**src/rtl/tx_serial_cfg_pkg.sv**
```systemverilog
// Shared definitions for the configurable serial transmitter (and its matching receiver).
// Contents:
//   tx_state_t      FSM state codes; the raw code is exported on db_estado
//   PAR_*           run-time parity mode codes carried on the paridade input
//   parity_enabled  true when a mode inserts a parity bit into the frame
package tx_serial_cfg_pkg;

   typedef enum logic [2:0] {
      ST_IDLE   = 3'd0,
      ST_START  = 3'd1,
      ST_DATA   = 3'd2,
      ST_PARITY = 3'd3,
      ST_STOP   = 3'd4
   } tx_state_t;

   localparam logic [1:0] PAR_NONE = 2'b00;
   localparam logic [1:0] PAR_EVEN = 2'b01;
   localparam logic [1:0] PAR_ODD  = 2'b10;

   // Code 2'b11 is reserved and behaves like PAR_NONE.
   function automatic logic parity_enabled(input logic [1:0] mode);
      case (mode)
         PAR_NONE:          return 1'b0;
         PAR_EVEN, PAR_ODD: return 1'b1;
         default:           return 1'b0;
      endcase
   endfunction

endpackage

```
**src/rtl/tx_serial_fifo.sv**
```systemverilog
// Synchronous FIFO feeding the serial transmitter.
// Ports:
//   clock  in   rising-edge clock
//   reset  in   synchronous active-high flush
//   push   in   write din (ignored when full)
//   pop    in   advance read pointer (ignored when empty)
//   din    in   WIDTH-bit write data
//   dout   out  WIDTH-bit head of queue (combinational read)
//   full   out  DEPTH words stored
//   empty  out  no words stored
// There is no push-to-pop bypass: a word written on an edge is visible at dout only after it.
module tx_serial_fifo #(
   parameter int WIDTH = 8,
   parameter int DEPTH = 4
) (
   input  logic             clock,
   input  logic             reset,
   input  logic             push,
   input  logic             pop,
   input  logic [WIDTH-1:0] din,
   output logic [WIDTH-1:0] dout,
   output logic             full,
   output logic             empty
);

   localparam int AW = $clog2(DEPTH);
   localparam logic [AW:0] FULL_CNT = (AW + 1)'(DEPTH);

   logic [WIDTH-1:0] mem [DEPTH];
   logic [AW-1:0]    wr_ptr;
   logic [AW-1:0]    rd_ptr;
   logic [AW:0]      count;
   logic             do_push;
   logic             do_pop;

   assign full    = (count == FULL_CNT);
   assign empty   = (count == '0);
   assign do_push = push && !full;
   assign do_pop  = pop && !empty;
   assign dout    = mem[rd_ptr];

   always_ff @(posedge clock) begin
      if (do_push) begin
         mem[wr_ptr] <= din;
      end
   end

   // DEPTH is a power of two, so the pointers wrap naturally.
   always_ff @(posedge clock) begin
      if (reset) begin
         wr_ptr <= '0;
         rd_ptr <= '0;
         count  <= '0;
      end else begin
         if (do_push) begin
            wr_ptr <= wr_ptr + 1'b1;
         end
         if (do_pop) begin
            rd_ptr <= rd_ptr + 1'b1;
         end
         case ({do_push, do_pop})
            2'b10:   count <= count + 1'b1;
            2'b01:   count <= count - 1'b1;
            default: count <= count;
         endcase
      end
   end

endmodule

```
**src/rtl/tx_serial_cfg.sv**
```systemverilog
// Configurable asynchronous serial transmitter with input FIFO.
// Words are serialised LSB first as: start(0), DATA_BITS data, optional parity, 1 or 2 stop(1).
// Parity mode and stop count are captured per frame when the word leaves the FIFO.
// Ports:
//   clock         in   rising-edge clock
//   reset         in   synchronous active-high reset; abandons any frame and flushes the FIFO
//   dados         in   word to transmit
//   escreve       in   host valid; word is taken when escreve && aceita
//   aceita        out  FIFO not full
//   paridade      in   00 none, 01 even, 10 odd, 11 none
//   dois_stop     in   0: one stop bit, 1: two stop bits
//   saida_serial  out  registered TX line, idle high
//   ocupado       out  frame in progress
//   pronto        out  one-cycle pulse on the last cycle of each frame
//   db_estado     out  raw FSM state code
//
// state     | meaning
// ----------+-----------------------------------------------------------
// ST_IDLE   | line high, waiting for a queued word
// ST_START  | start bit (line low)
// ST_DATA   | data bits, LSB first; bit_cnt counts bits sent
// ST_PARITY | parity bit computed when the word was popped
// ST_STOP   | stop bit(s); bit_cnt counts stop bits; may chain straight into ST_START
module tx_serial_cfg
   import tx_serial_cfg_pkg::*;
#(
   parameter int DATA_BITS  = 8,
   parameter int CLK_DIV    = 434,
   parameter int FIFO_DEPTH = 4
) (
   input  logic                 clock,
   input  logic                 reset,
   input  logic [DATA_BITS-1:0] dados,
   input  logic                 escreve,
   output logic                 aceita,
   input  logic [1:0]           paridade,
   input  logic                 dois_stop,
   output logic                 saida_serial,
   output logic                 ocupado,
   output logic                 pronto,
   output logic [3:0]           db_estado
);

   localparam int                BAUD_W    = $clog2(CLK_DIV);
   localparam logic [BAUD_W-1:0] BAUD_LAST = BAUD_W'(CLK_DIV - 1);
   localparam logic [3:0]        BIT_LAST  = 4'(DATA_BITS - 1);

   tx_state_t            state;
   tx_state_t            state_next;
   logic [DATA_BITS-1:0] fifo_dout;
   logic                 fifo_full;
   logic                 fifo_empty;
   logic                 push;
   logic                 pop;
   logic                 avail_q;
   logic                 frame_avail;
   logic [DATA_BITS-1:0] shreg;
   logic [3:0]           bit_cnt;
   logic [BAUD_W-1:0]    baud_cnt;
   logic                 baud_tick;
   logic [1:0]           par_mode;
   logic                 two_stop;
   logic                 par_bit;
   logic                 line_q;
   logic                 line_next;
   logic                 shift_en;
   logic                 bit_clr;
   logic                 bit_inc;
   logic [3:0]           stop_last;

   assign push = escreve && !fifo_full;

   tx_serial_fifo #(
      .WIDTH (DATA_BITS),
      .DEPTH (FIFO_DEPTH)
   ) u_fifo (
      .clock (clock),
      .reset (reset),
      .push  (push),
      .pop   (pop),
      .din   (dados),
      .dout  (fifo_dout),
      .full  (fifo_full),
      .empty (fifo_empty)
   );

   // The FSM looks at a one-cycle-old view of the FIFO level, which keeps the pop decision
   // off the count path and gives the two-edge push-to-start latency. Qualifying it with the
   // live empty flag guarantees a pop never hits an empty FIFO.
   assign frame_avail = avail_q && !fifo_empty;

   assign baud_tick = (baud_cnt == BAUD_LAST);
   assign stop_last = two_stop ? 4'd1 : 4'd0;

   assign aceita       = !fifo_full;
   assign saida_serial = line_q;
   assign ocupado      = (state != ST_IDLE);
   assign db_estado    = {1'b0, state};

   always_comb begin
      state_next = state;
      line_next  = line_q;
      pop        = 1'b0;
      shift_en   = 1'b0;
      bit_clr    = 1'b0;
      bit_inc    = 1'b0;
      pronto     = 1'b0;
      case (state)
         ST_IDLE: begin
            line_next = 1'b1;
            if (frame_avail) begin
               pop        = 1'b1;
               state_next = ST_START;
               line_next  = 1'b0;
            end
         end
         ST_START: begin
            if (baud_tick) begin
               state_next = ST_DATA;
               line_next  = shreg[0];
               shift_en   = 1'b1;
               bit_clr    = 1'b1;
            end
         end
         ST_DATA: begin
            if (baud_tick) begin
               if (bit_cnt == BIT_LAST) begin
                  bit_clr = 1'b1;
                  if (parity_enabled(par_mode)) begin
                     state_next = ST_PARITY;
                     line_next  = par_bit;
                  end else begin
                     state_next = ST_STOP;
                     line_next  = 1'b1;
                  end
               end else begin
                  line_next = shreg[0];
                  shift_en  = 1'b1;
                  bit_inc   = 1'b1;
               end
            end
         end
         ST_PARITY: begin
            if (baud_tick) begin
               state_next = ST_STOP;
               line_next  = 1'b1;
            end
         end
         ST_STOP: begin
            if (baud_tick) begin
               if (bit_cnt == stop_last) begin
                  pronto = 1'b1;
                  if (frame_avail) begin
                     pop        = 1'b1;
                     state_next = ST_START;
                     line_next  = 1'b0;
                  end else begin
                     state_next = ST_IDLE;
                  end
               end else begin
                  bit_inc = 1'b1;
               end
            end
         end
         default: begin
            state_next = ST_IDLE;
            line_next  = 1'b1;
         end
      endcase
   end

   always_ff @(posedge clock) begin
      if (reset) begin
         state    <= ST_IDLE;
         line_q   <= 1'b1;
         avail_q  <= 1'b0;
         shreg    <= '0;
         bit_cnt  <= '0;
         baud_cnt <= '0;
         par_mode <= PAR_NONE;
         two_stop <= 1'b0;
         par_bit  <= 1'b0;
      end else begin
         state   <= state_next;
         line_q  <= line_next;
         avail_q <= !fifo_empty;

         if (pop) begin
            shreg    <= fifo_dout;
            par_mode <= paridade;
            two_stop <= dois_stop;
            par_bit  <= (paridade == PAR_ODD) ? ~^fifo_dout : ^fifo_dout;
            bit_cnt  <= '0;
         end else begin
            if (shift_en) begin
               shreg <= shreg >> 1;
            end
            if (bit_clr) begin
               bit_cnt <= '0;
            end else if (bit_inc) begin
               bit_cnt <= bit_cnt + 1'b1;
            end
         end

         // Baud counter only runs inside a frame and restarts on every frame start.
         if (pop || state == ST_IDLE || baud_tick) begin
            baud_cnt <= '0;
         end else begin
            baud_cnt <= baud_cnt + 1'b1;
         end
      end
   end

endmodule

```
**config.mk**
```make
export PLATFORM = sky130hd
export DESIGN_NAME = tx_serial_cfg
export DESIGN_NICKNAME = d
export VERILOG_FILES = /design/src/rtl/tx_serial_cfg_pkg.sv /design/src/rtl/tx_serial_fifo.sv /design/src/rtl/tx_serial_cfg.sv
export SDC_FILE = /design/constraint.sdc
export NUM_CORES = 1
export LEC_CHECK = 0
export ABC_AREA = 0
export CORE_ASPECT_RATIO = 1.75
export CORE_MARGIN = 3
export CORE_UTILIZATION = 50
export CTS_BUF_LIST = sky130_fd_sc_hd__clkbuf_4 sky130_fd_sc_hd__clkbuf_8 sky130_fd_sc_hd__clkbuf_16
export CTS_CLUSTER_DIAMETER = 150
export DETAILED_ROUTE_END_ITERATION = 8
export GPL_TIMING_DRIVEN = 0
export HOLD_SLACK_MARGIN = 0.12
export PLACE_DENSITY = 0.65
export SKIP_CTS_REPAIR_TIMING = 1
export SLEW_MARGIN = 20
export SYNTH_ARGS = -nofsm -noshare
export SYNTH_HDL_FRONTEND = slang
export SYNTH_SLANG_ARGS = --single-unit
export TNS_END_PERCENT = 5
```
**constraint.sdc**
```tcl
create_clock -name clock -period 7.57 [get_ports clock]
set_clock_uncertainty 0.1 [all_clocks]
set_input_delay 1.1355 -clock clock [delete_from_list [all_inputs] [get_ports clock]]
set_output_delay 1.1355 -clock clock [all_outputs]
set_load 0.02 [all_outputs]
```
==> run_results.csv <==
group,metric,value,unit
outcome,status,"completed",
timing,setup-tns-final,0,ns
die,std_cell_rows,37,
die,core,0.00602,sq mm
route,wl_met2,3220,um
global_route,grt_overflow,0,
route,highest_layer,"met4",
power,leakage,0.00125,uW
synthesis,async_reset_ff_frac,0,
timing,slew_headroom,0.422,
finish,final_layout_size_suffix_gt1_frac,0.117,
synthesis,ys_seq_area_frac,0.547,
global_route,grt_pass1_vias,2185,
die,ios,22,
clock_network,insertion_delay,0.33,ns
finish,fin_cells,393,
power,vdd_drop_max,0.219,mV
die,die_h,112,um
route,drtIter0Drc,85,
die,die_area,0.00739,sq mm
worst_setup_path,critPathRequiredTime,6.33,ns
route,wirelength,5950,um
synthesis,yosysWarnings,0,
global_route,grt_max_degree,15,
min_path,hold_class,"register to register",
worst_setup_path,cp-end-kind,"primary output",
route,wl_met1,2400,um
clock_network,clock_sink_count,71,
route,vias,2136,
worst_setup_path,worstSetupStartpoint,"baud_cnt[3]",
worst_setup_path,path_class,"register to primary output",
timing,fin_crit,4.03,ns
synthesis,synth-main-ff-cell,"dfxtp_1",
global_route,antenna_found_initial,0,
synthesis,synth_cells,280,
synthesis,yosys.cell_types.count,46,
global_route,grt_usage,0.180,
place,dpl.hpwl,4340,um
timing,maxSlewViolCount,0,
route,dr_wl_met3,165,um
flow_run,maxCapViolCount,0,
synthesis,netlist_area,0.00318,sq mm
global_route,grt_pass1_wl,10200,um
route,drtAntennaViolNets,0,
finish,fin_nets,333,
synthesis,avgSynthCellArea,11.4,sq um
route,post-route-drc-count,0,
clock_network,htree_num_levels,3,
clock_network,cts_tree,"done",
timing,worst_pin_slew,0.860,ns
timing,finalCritPeriodShare,0.533,
timing,rsz0062_at_grt,"no",
place,place.gp.congestion,0.804,
die,die_w,66.3,um
power,p_per_area,274,mW/mm^2
timing,timing.hold.ws,0.361,ns
finish,finish.instance_area,0.00367,sq mm
worst_setup_path,path_max_fanout,9,
finish,areaGrowthSynthToFinish,15.4,%
min_path,hold_start,"par_bit",
clock_network,cts.path.max_buffers,2,
clock_network,numCtsBuffers,9,
clock_network,clkTransAtPathRegs,0.08,ns
timing,fmax,0.248,GHz
place,placed_cells,377,
route,first_pass_iters,4,
worst_setup_path,crit_arrival,2.80,ns
place,numPortBuffers,19,
synthesis,ys_ff_latch,71,
synthesis,synth_edf_count,32,
worst_setup_path,reg2reg_from,"baud_cnt[3]",
synthesis,syn_nets,303,
route,vias_per_cell,5.44,
worst_setup_path,startpoint_type,"register",
clock_network,cts-root-buf,"clkbuf_8",
timing,hold_viol_final,0,
finish,antenna_cells,0,
die,initial_core_util,0.529,
timing,setup_viol,0,
route,wl_per_cell,15.1,um
place,placed_area,0.00347,sq mm
## sequential cells by signal, summed over array words and instances (netlist names), named ones only
| signal | cells |
|---|---|
| u_fifo.wr_ptr | 2 |
| u_fifo.count | 3 |
| two_stop | 1 |
| bit_cnt | 4 |
| u_fifo.rd_ptr | 2 |
| saida_serial | 1 |
| par_bit | 1 |
| state | 3 |
| par_mode | 2 |
| shreg | 8 |
| avail_q | 1 |
| u_fifo.mem | 32 |
| baud_cnt | 9 |
## stage by stage
stage	total power [uW]	util	setup slack, ns
after floorplan	654	-	4.05
after global placement	710	0.577	3.89
after detailed placement	714	0.577	3.87
after CTS	1020	0.610	3.51
after global routing	1070	0.610	3.43
final	1010	0.610	3.54
## critical path, cell delays in order (launching register included)
cell and delay [ns]:
dfxtp_1 0.35, or4b_1 0.49, or3_1 0.39, buf_6 0.15, or3_4 0.36, nor2_1 0.11, clkdlybuf4s50_1 0.60
## final timing paths
| kind | endpoint | depth (start not counted) | slack, ns |
|---|---|---|---|
| max | pronto | 6 | 3.54 |
| min | par_bit | 2 | 0.36 |
| max reg2reg | u_fifo.count[2] | 14 | 3.87 |
| min reg2reg | par_bit | 2 | 0.36 |
## synth_stat cells (all sizes together), types with 7 or more instances
| cell | n | area (sq um) |
|---|---|---|
| xor2 | 8 | 70.1 |
| edfxtp | 32 | 961 |
| dfxtp | 39 | 781 |
| xnor2 | 13 | 114 |
| buf | 8 | 72.6 |
| nand2 | 27 | 101 |
| nand3 | 9 | 45.0 |
| mux4 | 8 | 180 |
| or3 | 8 | 55.1 |
| a21oi | 24 | 124 |
| nor2 | 30 | 113 |
| and3 | 7 | 43.8 |
| ha | 8 | 100 |
| inv | 10 | 42.5 |
## power by group
group          switching (uW)  leakage (uW)  internal (uW)  total, uW
sequential               21.3      0.000610            442        463
combinational             123      0.000539            117        240
clock                     148      0.000105            156        304
total                     292       0.00125            715       1010
## metal layers
layer | track usage | up-vias
met5 | 0 | -
met1 | 0.203 | 1031
met2 | 0.315 | 37
met4 | 0.0706 | 0
li1 | - | 1054
met3 | 0.0444 | 14
## area by class of cell
| class | count | area (sq um) |
|---|---|---|
| Sequential cell | 71 | 1740 |
| Clock buffer | 9 | 124 |
| Clock inverter | 7 | 78.8 |
| Fill cell | 522 | 2350 |
| Tap cell | 78 | 97.6 |
| Multi-Input combinational cell | 185 | 1300 |
| Timing Repair Buffer | 19 | 190 |
| Buffer | 14 | 95.1 |
| Inverter | 10 | 42.5 |
## placed cells by master (no fill, tap or decap), drive strengths merged, types with 2 or more instances in the layout
| master | netlist | layout |
|---|---|---|
| o21ai | 6 | 6 |
| dfxtp | 39 | 39 |
| clkinv | 0 | 3 |
| nand3b | 2 | 2 |
| ha | 8 | 8 |
| and3 | 7 | 7 |
| clkdlybuf4s50 | 0 | 19 |
| buf | 8 | 8 |
| nor2b | 4 | 4 |
| a22oi | 4 | 4 |
| or3 | 8 | 8 |
| nor3 | 3 | 3 |
| nand2 | 27 | 27 |
| a21oi | 24 | 24 |
| nor2 | 30 | 30 |
| mux4 | 8 | 8 |
| a311oi | 3 | 3 |
| inv | 10 | 13 |
| mux2i | 2 | 2 |
| clkbuf | 6 | 15 |
| a211oi | 3 | 3 |
| nand3 | 9 | 9 |
| xnor2 | 13 | 13 |
| edfxtp | 32 | 32 |
| xor2 | 8 | 8 |
## cells by family (layout without fill, tap and decap cells)
| logic type | count (synthesis) | in the layout | synth area share |
|---|---|---|---|
| mux | 10 | 10 | 0.0629 |
| simple gates | 97 | 97 | 0.147 |
| xor+xnor | 22 | 22 | 0.0649 |
| fa+ha+maj | 9 | 9 | 0.0378 |
| compound gates | 46 | 46 | 0.0952 |
| flops | 71 | 71 | 0.547 |
| other cells | 1 | 1 | 0.00118 |
| buf+inv | 24 | 59 | 0.0433 |
(Power assumes the default switching activity.)
